[src/rtl/hidden_layer_seq.sv]
// Time-multiplexed hidden layer: N_HID neurons over N_IN signed fixed-point inputs,
// evaluated one product per cycle on a single shared multiply-accumulate unit.
module hidden_layer_seq #(
  parameter int WIDTH = 20,
  parameter int FRAC  = 12,
  parameter int N_IN  = 2,
  parameter int N_HID = 4,
  localparam int NP   = N_HID*N_IN + N_HID,
  localparam int AW   = (NP > 1) ? $clog2(NP) : 1
) (
  input  logic                     clk,
  input  logic                     rst,
  input  logic                     in_valid,
  output logic                     in_ready,
  input  logic [N_IN*WIDTH-1:0]    x_flat,
  input  logic                     act_relu,
  input  logic                     w_we,
  input  logic [AW-1:0]            w_addr,
  input  logic [WIDTH-1:0]         w_data,
  output logic                     out_valid,
  input  logic                     out_ready,
  output logic [N_HID*WIDTH-1:0]   a_flat,
  output logic                     busy
);

  localparam int NW   = N_HID*N_IN;
  localparam int ACCW = 2*WIDTH + $clog2(N_IN+1);
  localparam int SW   = ACCW + 1;
  localparam int IW   = (N_IN  > 1) ? $clog2(N_IN)  : 1;
  localparam int JW   = (N_HID > 1) ? $clog2(N_HID) : 1;

  typedef enum logic [1:0] {IDLE, MAC, FIN, DONE} state_t;

  state_t state_q, state_d;

  // Weights occupy [0, NW), biases [NW, NP) of one flat parameter store.
  logic signed [WIDTH-1:0] p_mem [NP];
  logic signed [WIDTH-1:0] x_r   [N_IN];
  logic signed [WIDTH-1:0] a_r   [N_HID];
  logic                    relu_r;
  logic signed [ACCW-1:0]  acc;
  logic [IW-1:0]           i_cnt;
  logic [JW-1:0]           j_cnt;

  logic                    last_i, last_j;
  logic [AW-1:0]           w_idx, b_idx;
  logic signed [2*WIDTH-1:0] prod;
  logic signed [SW-1:0]    sum, shifted;
  logic signed [WIDTH-1:0] s_sat, s_act;

  // NOTE: every signal driven here gets a value before any branch, so no latch can be inferred.
  always_comb begin
    state_d   = state_q;
    in_ready  = 1'b0;
    out_valid = 1'b0;
    busy      = 1'b1;
    unique case (state_q)
      IDLE: begin
        in_ready = 1'b1;
        busy     = 1'b0;
        if (in_valid) state_d = MAC;
      end
      MAC:  if (last_i) state_d = FIN;
      FIN:  state_d = last_j ? DONE : MAC;
      DONE: begin
        out_valid = 1'b1;
        if (out_ready) state_d = IDLE;
      end
      default: state_d = IDLE;
    endcase
  end

  always_ff @(posedge clk) begin
    if (rst) state_q <= IDLE;
    else     state_q <= state_d;
  end

  // Shared MAC datapath and the rounding/saturation/activation of one neuron.
  always_comb begin
    last_i  = (i_cnt == IW'(N_IN-1));
    last_j  = (j_cnt == JW'(N_HID-1));
    w_idx   = AW'(int'(j_cnt) * N_IN + int'(i_cnt));
    b_idx   = AW'(NW + int'(j_cnt));
    prod    = p_mem[w_idx] * x_r[i_cnt];
    sum     = SW'(acc) + (SW'(p_mem[b_idx]) <<< FRAC);
    shifted = sum >>> FRAC;
    // In range only when all bits above the result sign agree with it.
    if (shifted[SW-1:WIDTH-1] == {(SW-WIDTH+1){shifted[SW-1]}})
      s_sat = shifted[WIDTH-1:0];
    else if (shifted[SW-1])
      s_sat = {1'b1, {(WIDTH-1){1'b0}}};
    else
      s_sat = {1'b0, {(WIDTH-1){1'b1}}};
    s_act = (relu_r && s_sat[WIDTH-1]) ? '0 : s_sat;
  end

  // NOTE: sequential state is updated with non-blocking assignments only, so every
  // register sees the pre-edge values of its neighbours.
  always_ff @(posedge clk) begin
    if (rst) begin
      acc    <= '0;
      i_cnt  <= '0;
      j_cnt  <= '0;
      relu_r <= 1'b0;
      for (int i = 0; i < N_IN; i++)  x_r[i] <= '0;
      for (int j = 0; j < N_HID; j++) a_r[j] <= '0;
    end else begin
      unique case (state_q)
        IDLE: begin
          if (in_valid) begin
            for (int i = 0; i < N_IN; i++) x_r[i] <= x_flat[i*WIDTH +: WIDTH];
            relu_r <= act_relu;
            acc    <= '0;
            i_cnt  <= '0;
            j_cnt  <= '0;
          end
        end
        MAC: begin
          acc <= acc + ACCW'(prod);
          if (!last_i) i_cnt <= i_cnt + 1'b1;
        end
        FIN: begin
          a_r[j_cnt] <= s_act;
          acc        <= '0;
          i_cnt      <= '0;
          if (!last_j) j_cnt <= j_cnt + 1'b1;
        end
        default: ;
      endcase
    end
  end

  // NOTE: the parameter store is reset explicitly, so it must stay in flops rather than
  // a RAM macro; a reset mid-run therefore leaves every weight and bias at zero.
  always_ff @(posedge clk) begin
    if (rst) begin
      for (int k = 0; k < NP; k++) p_mem[k] <= '0;
    end else if (w_we && !busy && ({1'b0, w_addr} < (AW+1)'(NP))) begin
      p_mem[w_addr] <= w_data;
    end
  end

  always_comb begin
    a_flat = '0;
    for (int j = 0; j < N_HID; j++) a_flat[j*WIDTH +: WIDTH] = a_r[j];
  end

endmodule

[config.mk]
export PLATFORM = sky130hd
export DESIGN_NAME = hidden_layer_seq
export DESIGN_NICKNAME = d
export VERILOG_FILES = /design/src/rtl/hidden_layer_seq.sv
export SDC_FILE = /design/constraint.sdc
export NUM_CORES = 2
export LEC_CHECK = 0
export BUFFER_PORTS_ARGS = -buffer_cell sky130_fd_sc_hd__buf_4
export CAP_MARGIN = 20
export CORE_UTILIZATION = 35
export DETAILED_ROUTE_END_ITERATION = 10
export MAX_ROUTING_LAYER = met4
export PLACE_DENSITY = 0.57
export SLEW_MARGIN = 20
export SYNTH_ARGS = -nofsm -noshare
export SYNTH_HDL_FRONTEND = slang
export SYNTH_SLANG_ARGS = --single-unit
[constraint.sdc]
create_clock -name clk -period 8.1 [get_ports clk]
set_input_delay 1.62 -clock clk [delete_from_list [all_inputs] [get_ports clk]]
set_output_delay 1.62 -clock clk [all_outputs]
set_load 0.05 [all_outputs]
# Yosys cells after proc, flatten, opt, wreduce, memory -nomap -nowiden
# Memories as Yosys holds them, arrays and structs flattened. A register that Yosys moved wholly into a read port is not among the register bits.
# Cells that the tools add are included.
# op_classes
multipliers	1
muxes	41
n_addsub	6
reduce_logical	12
n_bitwise	2
n_lt_le_gt_ge	1
eq_ne	9
# ops
cell	count
2-to-1 mux 20 bit	7
case mux 42 bit (3 select lines)	1
adder 42 x 32 -> 43 bit	1
adder 42 x 40 -> 42 bit	1
2-to-1 mux 42 bit	1
multiplier 20 x 20 -> 40 bit	1
OR reduction 20 bit	2
2-to-1 mux 1 bit	21
2-to-1 mux 2 bit	7
equality test 11 bit	1
!= test 2 bit (second input constant)	4
case mux 2 bit (4 select lines)	1
equality test 2 bit (second input constant)	3
AND reduction 3 bit	2
adder 3 x 1 -> 4 bit	1
adder 4 x 2 -> 4 bit (first input constant)	1
< comparator 4 bit (second input constant)	1
2-to-1 mux 4 bit	1
case mux 2 bit (2 select lines)	1
AND reduction 2 bit	2
logical AND 1 bit	3
case mux 1 bit (3 select lines)	1
nonzero test 3 bit	1
adder 2 x 1 -> 2 bit (second input constant)	1
other kinds (5)	6
# word_totals
out_inout_bits	83
reg_bits	48
wordCells	80
memories	3
ramBits	360
# mem_list
memory	depth	word_bits	read_ports	rd_ports_with_merged_regs	write_ports	line	text
p_mem	12	20	2	0	12	37	logic signed [WIDTH-1:0] p_mem [NP];
a_r	4	20	4	0	4	39	logic signed [WIDTH-1:0] a_r [N_HID];
x_r	2	20	1	1	2	38	logic signed [WIDTH-1:0] x_r [N_IN];

# Longest topological paths before layout
# depth
ltp_word	8
depth_mapped	34

# Worst setup path before layout
# No wires, ideal clock.
# synth_timing
path_kind	reg2reg
startpoint	register i_cnt
endpoint	register acc[41]
stages_incl_launch_ff	29
required_ns	7.971
t_arrival_ns	8.842
slack_ns	-0.871
n_path_buf	2
setup_time_ns	0.129
period_less_slack_ns	8.971
path_cell_list	dfxtp_1 > clkbuf_1 > buf_1 > mux4_2 > nand2_1 > nand2_1 > nand2_1 > inv_1 > fa_1 > fa_1 > inv_1 > fa_1 > inv_1 > fa_1 > fa_1 > fa_1 > inv_1 > fa_1 > inv_1 > ha_1 > and4_1 > nand4_1 > a2111oi_0 > o21ai_0 > o31ai_1 > a21oi_1 > a31oi_1 > xnor2_1 > o21ai_0
# synth_via
elab_chain_cells	5
# synth_lines
element	line	text
from (decl)	42	logic [IW-1:0] i_cnt;
from (signal assigned)	120	if (!last_i) i_cnt <= i_cnt + 1'b1;
adder 3 x 1 -> 4 bit	82	w_idx = AW'(int'(j_cnt) * N_IN + int'(i_cnt));
memory (12 x 20 bit)	-	
multiplier 20 x 20 -> 40 bit	84	prod = p_mem[w_idx] * x_r[i_cnt];
adder 42 x 40 -> 42 bit	119	acc <= acc + ACCW'(prod);
case mux 42 bit (3 select lines)	108	unique case (state_q)
to (signal assigned)	119	
to (decl)	41	logic signed [ACCW-1:0] acc;
# No other way between the ends.
# A chain may end at the register's enable or synchronous reset.

# Final worst setup path
# layout_timing
startpoint	register i_cnt
endpoint	register acc[40]
# Same word-level chain as after synthesis.

==> out/metrics.cfg <==
[drt]
detail_route.vias_per_cell=4.88
detail_route.drc_violations=0
detail_route.wl_per_cell_microns=20.4
ant_nets=0
via_count=25160
drt_wl_total_microns=105000
drt-initial-drc-count=1828
drtPass1Iterations=5

[critical_path]
reg2reg_setup_slack_ns=0.21
critPathMaxFanout=7
reg2reg_from=i_cnt
worst-setup-path-type=flip-flop to flip-flop
timing.critical_path.from_type=flip-flop
worst_ep_required_time_ns=8.60
reg2reg_to=acc[40]
setup.worst_path.end_class=flip-flop
r2r.worst_path.cells=30
worstSetupStartpoint=i_cnt
timing.critical_path.slowest_cell_delay_ns=0.62
critPathArrivalTime_ns=8.39
critPathSlowestCell=sky130_fd_sc_hd__fa_2
crit_end=acc[40]

[sta]
transition_at_the_pin_with_the_smallest_max_transition_slack_ns=1.10
grt_setup_unrepaired=yes
finalHoldViolations=0
setup_ws_ns=0.207
layout_skew_ns=0.0406
setup_violations=0
period_share=0.974
max-slew-margin-rel=0.268
fin_max_slew_vios=0
fmaxAchievable_mhz=127
layout_min_cycle_time_ns=7.89

[die]
coreArea_sq_mm=0.103
die_area_sq_mm=0.106
core.rowCount=118
chipWidth_microns=325
floorplan.initialDensity=0.353
die_y_microns=325
top_level_ports=153

[final_layout]
final_nets=4458
ff_latch_area_sq_mm=0.0118
area_growth_pct=18.0
fillerInstances=9971
multiInputGateArea_sq_mm=0.0218
fraction_of_final_layout_cells_sized_beyond_drive_strength_1=0.183

[grt]
grt_antenna_before_repair=3
grt.met2_usage=0.358
pin_count_of_the_biggest_net_entering_global_routing=53
grt_pass1_vias=26299
grt_first_pass_wirelength_microns=161000
grt_busiest_layer=met2
met1_usage=0.258
grt_util_all_layers=0.208
global_route.usage.met3=0.0241
grt_overflow=0

[placement]
hpwlAfterDp_microns=81700
io_buffer_count=152
placement.setup.worst_slack_ns=-0.106
routabilityCongestion=0.931

[cts]
cts-buffers-inserted=49
clk_pin_slew_ns=0.06
clock_sink_count=409
clk_root_buffer_cell=sky130_fd_sc_hd__clkbuf_16
ctsLongestPathBuffers=3
worstSkewPairLatency_ns=0.64
cts_h_tree_depth=2
cts_tree=done

[synth]
post_synth_inst_count=3468
post_synthesis_instance_area_sq_mm=0.0365
yosysSeqAreaShare=0.323
synthesis.area_per_instance_sq_um=10.5
synthesis.nets=4187
post_synthesis_register_bit_count=409
synth-edff-count=360
synth_async_sr_flop_share=0
synth-warning-count=0
synth_ff_type=sky130_fd_sc_hd__edfxtp_1
yosysUniqueCellTypes=88

[min_path]
min_path_cells=2
worst_hold_path_type=flip-flop to flip-flop

[status]
result_of_the_run=finished, final reports clean

[job]
timing.max_cap.violations=0

==> cell type report <==
type	instances	area share
clock buffers	57	0.0292
clock inverters	31	0.00805
well taps	1380	0.0401
inverters	681	0.0595
repair buffers	390	0.0821
flip-flops and latches	409	0.274
diodes	2	0.000116
multi-input cells	2208	0.507
==> cells in the final DEF, fill, tap and decap left out, drive strengths merged, types with 5 or more instances in the layout <==
master / n
a2111oi: 5
a211o: 5
a211oi: 10
a21o: 27
a21oi: 77
a22oi: 25
a311oi: 5
a31oi: 7
and2: 281
and3: 50
and4: 5
buf: 389
bufinv: 5
clkbuf: 58
clkinv: 16
clkinvlp: 6
dfxtp: 49
edfxtp: 360
fa: 486
ha: 163
inv: 685
mux2: 21
mux2i: 17
mux4: 60
nand2: 340
nand2b: 17
nand3: 22
nand4: 5
nor2: 317
nor2b: 18
nor3: 22
o21a: 11
o21ai: 49
o21bai: 11
or2: 18
or3: 8
xnor2: 38
xor2: 21
==> worst max-delay path, delay by kind of cell, from the launching register on <==
kind,cells,cell delay [ns]
AO/OA/AOI/OAI,7,1.16
adder cells (fa/ha/maj),8,3.87
buffers and inverters,8,1.05
flip-flops,1,0.39
multiplexers,1,0.47
AND/OR/NAND/NOR,6,0.82
==> synth_stat cells, types with 5 or more instances <==
cell type / n / area share
sky130_fd_sc_hd__a211o_1: 5 / 0.0012
sky130_fd_sc_hd__a211oi_1: 9 / 0.0019
sky130_fd_sc_hd__a21o_1: 27 / 0.0056
sky130_fd_sc_hd__a21oi_1: 77 / 0.011
sky130_fd_sc_hd__a22oi_1: 25 / 0.0051
sky130_fd_sc_hd__a311oi_1: 5 / 0.0012
sky130_fd_sc_hd__a31oi_1: 5 / 0.00086
sky130_fd_sc_hd__and2_1: 273 / 0.047
sky130_fd_sc_hd__and2_4: 8 / 0.0019
sky130_fd_sc_hd__and3_1: 49 / 0.0084
sky130_fd_sc_hd__buf_1: 13 / 0.0013
sky130_fd_sc_hd__clkbuf_1: 149 / 0.015
sky130_fd_sc_hd__dfxtp_1: 49 / 0.027
sky130_fd_sc_hd__edfxtp_1: 360 / 0.30
sky130_fd_sc_hd__fa_1: 486 / 0.27
sky130_fd_sc_hd__ha_1: 163 / 0.056
sky130_fd_sc_hd__inv_1: 681 / 0.070
sky130_fd_sc_hd__mux2_2: 20 / 0.0062
sky130_fd_sc_hd__mux2i_1: 17 / 0.0047
sky130_fd_sc_hd__mux4_2: 60 / 0.037
sky130_fd_sc_hd__nand2_1: 340 / 0.035
sky130_fd_sc_hd__nand2b_1: 17 / 0.0029
sky130_fd_sc_hd__nand3_1: 21 / 0.0029
sky130_fd_sc_hd__nand4_1: 5 / 0.00086
sky130_fd_sc_hd__nor2_1: 301 / 0.031
sky130_fd_sc_hd__nor2_2: 16 / 0.0027
sky130_fd_sc_hd__nor2b_1: 18 / 0.0031
sky130_fd_sc_hd__nor3_1: 22 / 0.0030
sky130_fd_sc_hd__o21a_1: 9 / 0.0019
sky130_fd_sc_hd__o21ai_0: 46 / 0.0063
sky130_fd_sc_hd__o21bai_1: 11 / 0.0023
sky130_fd_sc_hd__or2_2: 18 / 0.0031
sky130_fd_sc_hd__or3_1: 8 / 0.0014
sky130_fd_sc_hd__xnor2_1: 38 / 0.0091
sky130_fd_sc_hd__xor2_1: 21 / 0.0050
==> registers in the layout, indices dropped and copies added, names as in the netlist, named ones only <==
register	flops
x_r	40
state_q	2
a_r	80
i_cnt	1
j_cnt	2
p_mem	240
relu_r	1
acc	42
==> how the worst min path moves through the flow <==
| stage | startpoint | endpoint |
|---|---|---|
| after detailed placement | acc[21] | acc[21] |
| after CTS | acc[21] | acc[21] |
| after global routing | acc[26] | acc[26] |
| after floorplan | acc[28] | acc[28] |
| after global placement | acc[21] | acc[21] |
| final | acc[21] | acc[21] |
==> what timing repair did <==
action	in CTS	in global routing
gates cloned	0	1
resized for setup	8	95
setup buffers	0	17
setup endpoints to repair	9	14
hold buffers	0	0
pin swaps	0	43
==> through the flow <==
step	setup TNS [ns]	cells	util	hold slack (ns)	instance area, sq um
after floorplan	-0.00484	3468	-	0.443	36500
after global placement	-0.268	5050	0.396	0.490	40900
after detailed placement	-0.501	5050	0.396	0.498	40900
after CTS	0	5138	0.411	0.506	42500
after global routing	-0.243	5157	0.417	0.546	43100
final	0	5158	0.417	0.500	43100
==> cell families after synthesis <==
logic type,after synthesis,synth area share
AOI/OAI and AO/OA,282,0.0543
xor gates and xnor gates,59,0.0142
adders and majority gates,649,0.323
buffers and inverters,851,0.0885
DFF,409,0.323
muxes,98,0.0482
and+or+nand+nor,1120,0.149
==> layer usage <==
layer	up-vias	routed length [microns]
met5	-	0
met4	0	3030
met3	142	4810
met2	591	54300
met1	12919	43100
li1	11508	-
Power is left out: the tool's default activity adds up to more than one toggle a clock period on the data nets, which glitch-free logic cannot reach.
